`src/rtl/bin_act_pool_pkg.sv`:
```
// Shared constants, FSM encoding and the binarize helper for bin_act_pool.
// Optional popcount output is controlled by BIN_ACT_POOL_POPCNT_EN (see top).
package bin_act_pool_pkg;

    localparam int NI0  = 28;
    localparam int NI1  = 26;
    localparam int K    = 3;
    localparam int OW0  = NI0 - K + 1;
    localparam int OW1  = NI1 - K + 1;
    localparam int LB_D = OW0 / 2;

    // din/thresh width, row/col counter width, line-buffer index width
    localparam int DW = 5;
    localparam int CW = $clog2(OW0);
    localparam int IW = $clog2(LB_D);

    typedef enum logic [1:0] {
        IDLE = 2'd0,
        RUN  = 2'd1,
        DONE = 2'd2
    } fsm_t;

    function automatic logic binarize(input logic signed [DW-1:0] v,
                                      input logic signed [DW-1:0] t);
        return v >= t;
    endfunction

endpackage

```
`src/rtl/bin_act_pool_line_buf.sv`:
```
// One-bit-wide pooling line buffer: single write port, combinational read,
// cleared by synchronous reset.
module pool_line_buf
    import bin_act_pool_pkg::*;
#(
    parameter int DEPTH = LB_D,
    parameter int AW    = IW
) (
    input  logic          clk,
    input  logic          rst,
    input  logic          we,
    input  logic [AW-1:0] waddr,
    input  logic          wdata,
    input  logic [AW-1:0] raddr,
    output logic          rdata
);

    logic r_mem [DEPTH];

    generate
        for (genvar gi = 0; gi < DEPTH; gi++) begin : g_cell
            always_ff @(posedge clk) begin
                if (rst) begin
                    r_mem[gi] <= 1'b0;
                end else if (we && (waddr == AW'(gi))) begin
                    r_mem[gi] <= wdata;
                end
            end
        end
    endgenerate

    // Indices past DEPTH cannot occur in normal operation; read as zero.
    assign rdata = (raddr < AW'(DEPTH)) ? r_mem[raddr] : 1'b0;

endmodule

```
`src/rtl/bin_act_pool.sv`:
```
// Binarize a signed conv stream against a threshold and 2x2/stride-2 OR-pool it.
// Define BIN_ACT_POOL_POPCNT_EN to add the ones_cnt output (pooled ones per frame).
module bin_act_pool
    import bin_act_pool_pkg::*;
(
    input  logic          clk,
    input  logic          rst,
    input  logic          start,
    input  logic          state,
    input  logic [DW-1:0] thresh,
    input  logic [DW-1:0] din,
    input  logic          ivalid,
    output logic          dout,
    output logic          ovalid,
    output logic          done
`ifdef BIN_ACT_POOL_POPCNT_EN
    ,
    output logic [7:0]    ones_cnt
`endif
);

    fsm_t          r_fsm;
    fsm_t          w_fsm_next;
    logic          r_layer;
    logic [DW-1:0] r_thresh;
    logic [CW-1:0] r_col;
    logic [CW-1:0] r_row;
    logic          r_hreg;
    logic          r_dout;
    logic          r_ovalid;
    logic          r_last;
    logic          r_done;

    logic          w_start_frame;
    logic          w_fire;
    logic          w_bin;
    logic          w_h;
    logic [CW-1:0] w_last_idx;
    logic          w_col_wrap;
    logic          w_final;
    logic          w_lb_we;
    logic          w_pair;
    logic [IW-1:0] w_lb_idx;
    logic          w_lb_rd;
    logic          w_pool;

    assign w_start_frame = (r_fsm == IDLE) && start;
    assign w_fire        = (r_fsm == RUN) && ivalid;
    assign w_bin         = binarize(din, r_thresh);
    assign w_h           = r_hreg | w_bin;
    assign w_last_idx    = r_layer ? CW'(OW1 - 1) : CW'(OW0 - 1);
    assign w_col_wrap    = (r_col == w_last_idx);
    assign w_final       = w_fire && w_col_wrap && (r_row == w_last_idx);
    assign w_lb_we       = w_fire && r_col[0] && !r_row[0];
    assign w_pair        = w_fire && r_col[0] && r_row[0];
    assign w_lb_idx      = r_col[CW-1:1];
    assign w_pool        = w_lb_rd | w_h;

    always_comb begin
        w_fsm_next = r_fsm;
        case (r_fsm)
            IDLE:    if (start) w_fsm_next = RUN;
            RUN:     if (w_final) w_fsm_next = DONE;
            DONE:    w_fsm_next = DONE;
            default: w_fsm_next = IDLE;
        endcase
        // Dropping start aborts from any state without a done pulse.
        if (!start) w_fsm_next = IDLE;
    end

    always_ff @(posedge clk) begin
        if (rst) begin
            r_fsm <= IDLE;
        end else begin
            r_fsm <= w_fsm_next;
        end
    end

    always_ff @(posedge clk) begin
        if (rst) begin
            r_layer  <= 1'b0;
            r_thresh <= '0;
        end else if (w_start_frame) begin
            r_layer  <= state;
            r_thresh <= thresh;
        end
    end

    always_ff @(posedge clk) begin
        if (rst || (r_fsm != RUN)) begin
            r_col <= '0;
            r_row <= '0;
        end else if (w_fire) begin
            if (w_col_wrap) begin
                r_col <= '0;
                r_row <= r_row + CW'(1);
            end else begin
                r_col <= r_col + CW'(1);
            end
        end
    end

    always_ff @(posedge clk) begin
        if (rst) begin
            r_hreg <= 1'b0;
        end else if (w_fire && !r_col[0]) begin
            r_hreg <= w_bin;
        end
    end

    pool_line_buf #(
        .DEPTH (LB_D),
        .AW    (IW)
    ) u_line_buf (
        .clk   (clk),
        .rst   (rst),
        .we    (w_lb_we),
        .waddr (w_lb_idx),
        .wdata (w_h),
        .raddr (w_lb_idx),
        .rdata (w_lb_rd)
    );

    // done trails the final ovalid by one cycle so the two never overlap.
    always_ff @(posedge clk) begin
        if (rst) begin
            r_dout   <= 1'b0;
            r_ovalid <= 1'b0;
            r_last   <= 1'b0;
            r_done   <= 1'b0;
        end else begin
            r_ovalid <= w_pair;
            r_last   <= w_final;
            r_done   <= r_last && start;
            if (w_pair) begin
                r_dout <= w_pool;
            end
        end
    end

    assign dout   = r_dout;
    assign ovalid = r_ovalid;
    assign done   = r_done;

`ifdef BIN_ACT_POOL_POPCNT_EN
    logic [7:0] r_ones;

    always_ff @(posedge clk) begin
        if (rst || w_start_frame) begin
            r_ones <= '0;
        end else if (w_pair && w_pool) begin
            r_ones <= r_ones + 8'd1;
        end
    end

    assign ones_cnt = r_ones;
`endif

endmodule
```
`config.mk`:
```
export PLATFORM = sky130hd
export DESIGN_NAME = bin_act_pool
export DESIGN_NICKNAME = d
export VERILOG_FILES = /design/src/rtl/bin_act_pool_pkg.sv /design/src/rtl/bin_act_pool_line_buf.sv /design/src/rtl/bin_act_pool.sv
export SDC_FILE = /design/constraint.sdc
export NUM_CORES = 1
export LEC_CHECK = 0
export CAP_MARGIN = 40
export CORE_UTILIZATION = 25
export DETAILED_ROUTE_END_ITERATION = 10
export SYNTH_ARGS = -nofsm -noshare
export SYNTH_HDL_FRONTEND = slang
export SYNTH_SLANG_ARGS = --single-unit
```
`constraint.sdc`:
```
create_clock -name clk -period 2.4 [get_ports clk]
set_input_delay 0.36 -clock clk [delete_from_list [all_inputs] [get_ports clk]]
set_output_delay 0.36 -clock clk [all_outputs]
set_load 0.02 [all_outputs]
```
== Word-level counts from Yosys, hierarchy flattened ==
Memories as Yosys holds them, arrays and structs flattened. A register that Yosys moved wholly into a read port is not among the register bits.
Index checks and enable logic that the tools add are counted.

* Add/subtract/negate cells: 2
* Eq/ne operators: 18
* Reduce and logical (&&, ||, !) cells: 29
* Bitwise gates (word level): 16
* Multiplexer cells: 61
* $lt $le $gt $ge: 2

{| class="wikitable"
|+ Operator list
! cell !! count
|-
| two-way mux 1 bit || 55
|-
| logical AND 1 bit || 22
|-
| == test 4 bit, second input constant || 5
|-
| == test 4 x 3 -> 1 bit, second input constant || 4
|-
| OR 1 bit || 15
|-
| two-way mux 4 bit || 3
|-
| adder 5 x 1 -> 5 bit, second input constant || 2
|-
| == test 5 bit || 2
|-
| == test 4 x 2 -> 1 bit, second input constant || 2
|-
| one-hot mux 2 bit (3 select lines) || 1
|-
| >= comparator 5 bit || 1
|-
| two-way mux 5 bit || 1
|-
| == test 4 x 1 -> 1 bit, second input constant || 1
|-
| logical NOT 4 bit || 1
|-
| < comparator 4 bit, second input constant || 1
|-
| == test 2 x 1 -> 1 bit, second input constant || 1
|-
| == test 2 bit, second input constant || 1
|-
| logical NOT 1 bit || 2
|-
| logical NOT 2 bit || 1
|-
| two-way mux 2 bit || 1
|-
| inequality test 2 x 1 -> 1 bit, second input constant || 1
|-
| inequality test 2 bit, second input constant || 1
|-
| AND reduction 2 bit || 1
|-
| OR reduction 2 bit || 1
|-
| other kinds (2) || 2
|}

* Memories kept: 1
* Output and inout port bits: 3
* Word-level logic and storage cells: 139
* Register bits: 23
* Memory bits (writable): 13

{| class="wikitable"
|+ Memory list
! memory !! words !! width !! read ports !! clocked after Yosys merged registers in !! write ports !! RTL line !! text
|-
| u_line_buf.r_mem || 13 || 1 || 1 || 1 || 13 || bin_act_pool_line_buf.sv:18 || <nowiki>logic r_mem [DEPTH];</nowiki>
|}

== Depth between registers and ports, before layout ==
* Depth in word-level cells: 9
* Gate-level depth with buffers: 7
* Depth with buffers taken out: 7

== Cells and area by module ==
Synthesis repeated with hierarchy kept, for this count alone.

* Cells, all modules: 203
* Area total of the unflattened synthesis: 1943.1 um2

{| class="wikitable"
|+ Modules (own cells, without submodules)
! module !! times used !! area each (um2) !! cells an instance
|-
| bin_act_pool || 1 || 1172.4 || 136
|-
| pool_line_buf || 1 || 770.7 || 67
|}

== Worst setup path before layout ==
Ideal clock, no wire load.

* Kind: input-to-reg
* Start: input din[4]
* End: memory u_line_buf.r_mem[1] (data pin)
* Path buffers: 1
* Path slack: 0.369 ns
* Data arrival time: 1.759 ns
* Stages on the path: 6
* Path through: ha_1 -> or3b_2 -> a21oi_1 -> o21a_1 -> buf_1 -> nor4_1

{| class="wikitable"
|+ RTL lines
! element !! RTL line !! text
|-
| start: declaration || bin_act_pool.sv:11 || <nowiki>input logic [DW-1:0] din,</nowiki>
|-
| end: declaration || bin_act_pool_line_buf.sv:18 ||
|}

== Worst setup path after layout ==
* Start: input din[4]
* End: register r_dout, in the netlist dout

* Longest elaborated chain between the ends: 3

{| class="wikitable"
|+ RTL lines
! element !! RTL line !! text
|-
| >= comparator 5 bit || bin_act_pool_pkg.sv:25 || <nowiki>return v >= t;</nowiki>
|-
| OR 1 bit || bin_act_pool.sv:50 || <nowiki>assign w_h = r_hreg | w_bin;</nowiki>
|-
| OR 1 bit || bin_act_pool.sv:57 || <nowiki>assign w_pool = w_lb_rd | w_h;</nowiki>
|-
| end signal: assignment || bin_act_pool.sv:136 || <nowiki>r_dout <= w_pool;</nowiki>
|-
| end: declaration || bin_act_pool.sv:29 || <nowiki>logic r_dout;</nowiki>
|}

Every way passes these cells.
A chain may end at the register's enable or synchronous reset.

==> flow_summary.toml <==
[run_status]
outcome = "finished clean"

[routing]
antenna_left = 0
routedWlPerCell_um = 12.0
drc = 0
vias = 1504
first_iter_violations = 82
firstDrtPassIters = 4
routed_wl_mm = 3.86
avgViaCountPerCell = 4.66

[cells_and_area]
fin_util = 0.318
num-nets-final = 248
drive_gt1_frac = 0.0804
diodes = 0
area_delta_synth_final_pct = 19.7

[logic_synthesis]
synthMuxAreaShare = 0.0541
synth_compound_area_frac = 0.118
avgSynthCellArea_um2 = 9.73
synth-xor-area-share = 0.0356
async_reset_ff_frac = 0
synth_warnings = 0
synth-seq-cells = 40
yosysSeqAreaShare = 0.474
synth_area_leaders = "dfxtp_1 (27%), edfxtp_1 (20%), ha_1 (6.4%), nor4_1 (4.1%), nor2_1 (3.8%)"
synth_top_area_cell = "dfxtp_1"
synth_cells = 202
synth_common_cells = "dfxtp_1 (27), nor2_1 (20), nand2_1 (18)"
ys.flop_type = "dfxtp_1"
synth_top_family_by_area = "simple AND/OR/NAND/NOR gates"
synth_edf_count = 13
netlist_area_mm2 = 0.00197
synthAdderAreaFrac = 0.0637
synth.top_cell.area_share = 0.275
synth_most_common_cell = "dfxtp_1"
synth_nets = 227
ys_types = 44
synth-simple-area-share = 0.218

[sta]
period_share = 0.847
hold_viol = 0
period_minus_slack_ps = 2030
fin_setup_tns_ps = 0
slew_headroom = 0.711
setup_violations = 0
fmax_mhz = 492
final_max_slew_viol_count = 0
worst_pin_slew_ps = 428
rsz0062_at_grt = "false"
skew_ps = 5.69

[grt]
grt_overflow = 0
grt_usage = 0.0991
grt_max_degree = 24
grt_pass1_wl_mm = 6.50
first_global_vias = 1399
antenna_found_initial = 0

[critical_path]
slowest_delay_ps = 450
crit_family = "buffers and inverters"
critical_path_class = "in -> reg"
path_cells = "clkdlybuf4s50_1 -> ha_1 -> or3b_2 -> a21oi_1 -> o21a_1 -> buf_12 -> o311a_1 -> a211oi_1"
cp-start-kind = "input port"
crit_fanout = 14
setup.worst_path.end_class = "flip-flop"
critPathBufInv = 2
slowest_stage = "or3b_2"
cp.required_ps = 2570
crit_arrival_ps = 2210

[placement]
port_buffers = 17
dpl.hpwl_mm = 2.84
gp_congestion = 0.766

[clock_network]
cts_buffer_depth = 2
cts_sinks = 40
cts_setup_buffers = 0
root_buffer = "clkbuf_8"
numCtsBuffers = 5
cts_resized = 0
cts.clk_slew.worst_paths_ps = 80
clock_latency_ps = 290
htree_levels = 2
hold_buffers = 0
cts_tree = "yes"

[floorplan]
die_area_mm2 = 0.00822
die_y_um = 90.7
io_pins = 18
die_x_um = 90.7
start_util = 0.265
design.core.area_mm2 = 0.00741
num_rows = 31

[worst_hold_path]
hold_path_class = "reg -> reg"

[power_and_ir_drop]
peakVddDrop_mv = 0.211
p_leak_nw = 0.758
power_density_mw_per_mm2 = 553

[flow_run]
cap_violations = 0
layout by cell type (no fill, tap or decap), types with 3 or more instances in the layout:
master / Yosys / routed
xor2_1: 4 / 4
inv_1: 10 / 10
xnor2_1: 4 / 4
mux2i_1: 5 / 5
edfxtp_1: 13 / 13
buf_4: 0 / 3
a21oi_1: 8 / 8
clkbuf_8: 0 / 5
nor4_1: 13 / 13
nand2b_1: 6 / 6
nand2_1: 18 / 18
nor2_1: 20 / 20
mux2_2: 3 / 3
o211ai_1: 3 / 3
ha_1: 10 / 10
o21ai_0: 13 / 13
clkdlybuf4s50_1: 0 / 17
dfxtp_1: 27 / 27
nand3_1: 9 / 9
state kept, by name, indices dropped and copies added (netlist names), named ones only:
signal	cells
done	1
dout	1
ovalid	1
r_col	5
r_fsm	2
r_hreg	1
r_last	1
r_layer	1
r_row	5
r_thresh	5
u_line_buf.r_mem	13
tightest hold or removal path: cells and delay by family, from the launching register on:
kind             cells  cell delay (ps)
AO/OA/AOI/OAI        1               50
flip-flops           1              310
AND/OR/NAND/NOR      1               50
layer usage:
metal,vias to the layer above,share of wire,wire (um),GRT usage
met3,3,0.055,214,0.0278
met2,31,0.46,1780,0.163
met1,699,0.48,1840,0.125
met5,-,0,0,0
met4,0,0.0049,19,0.0296
li1,771,-,-,-
power by group:
group	internal, W	switching (W)
clock network	0.000202	0.000231
registers	0.000716	0.0000105
logic	0.0000699	0.0000722
final cells by class:
| class | instances | area, um2 |
|---|---|---|
| Clock buffer | 6 | 72.6 |
| Clock inverter | 2 | 11.3 |
| Timing Repair Buffer | 21 | 213 |
| Inverter | 10 | 37.5 |
| Fill cell | 753 | 5060 |
| Multi-Input combinational cell | 145 | 963 |
| Sequential cell | 40 | 931 |
| Tap cell | 99 | 124 |
logic make-up (layout without fill, tap and decap cells):
logic type,after synthesis,after routing
flip-flops,40,40
multiplexers,9,9
XOR/XNOR,8,8
AND/OR/NAND/NOR,82,82
adder cells (fa/ha/maj),10,10
buffers and inverters,17,39
AO/OA/AOI/OAI,36,36
per-stage QoR:
stage          cell area [um2]  hold slack, ps  std cells  power, W  setup WS (ps)
2_1_floorplan             1970             436        202  0.000822            369
3_3_place_gp              2270             444        315  0.000881           86.1
3_5_place_dp              2270             449        315  0.000885           50.2
4_1_cts                   2350             460        323   0.00132            370
5_1_grt                   2350             486        323   0.00136            301
6_report                  2350             457        323   0.00130            366
final timing paths:
kind / startpoint / endpoint / slack, ps / cells after the start
worst max-delay path: din[4] / dout / 370 / 8
worst max register to register: r_fsm[1] / u_line_buf.r_mem[11] / 490 / 5
worst min-delay path: r_thresh[1] / r_thresh[1] / 460 / 2
worst min register to register: r_thresh[1] / r_thresh[1] / 460 / 2
Power figures use the tool's default switching activity.
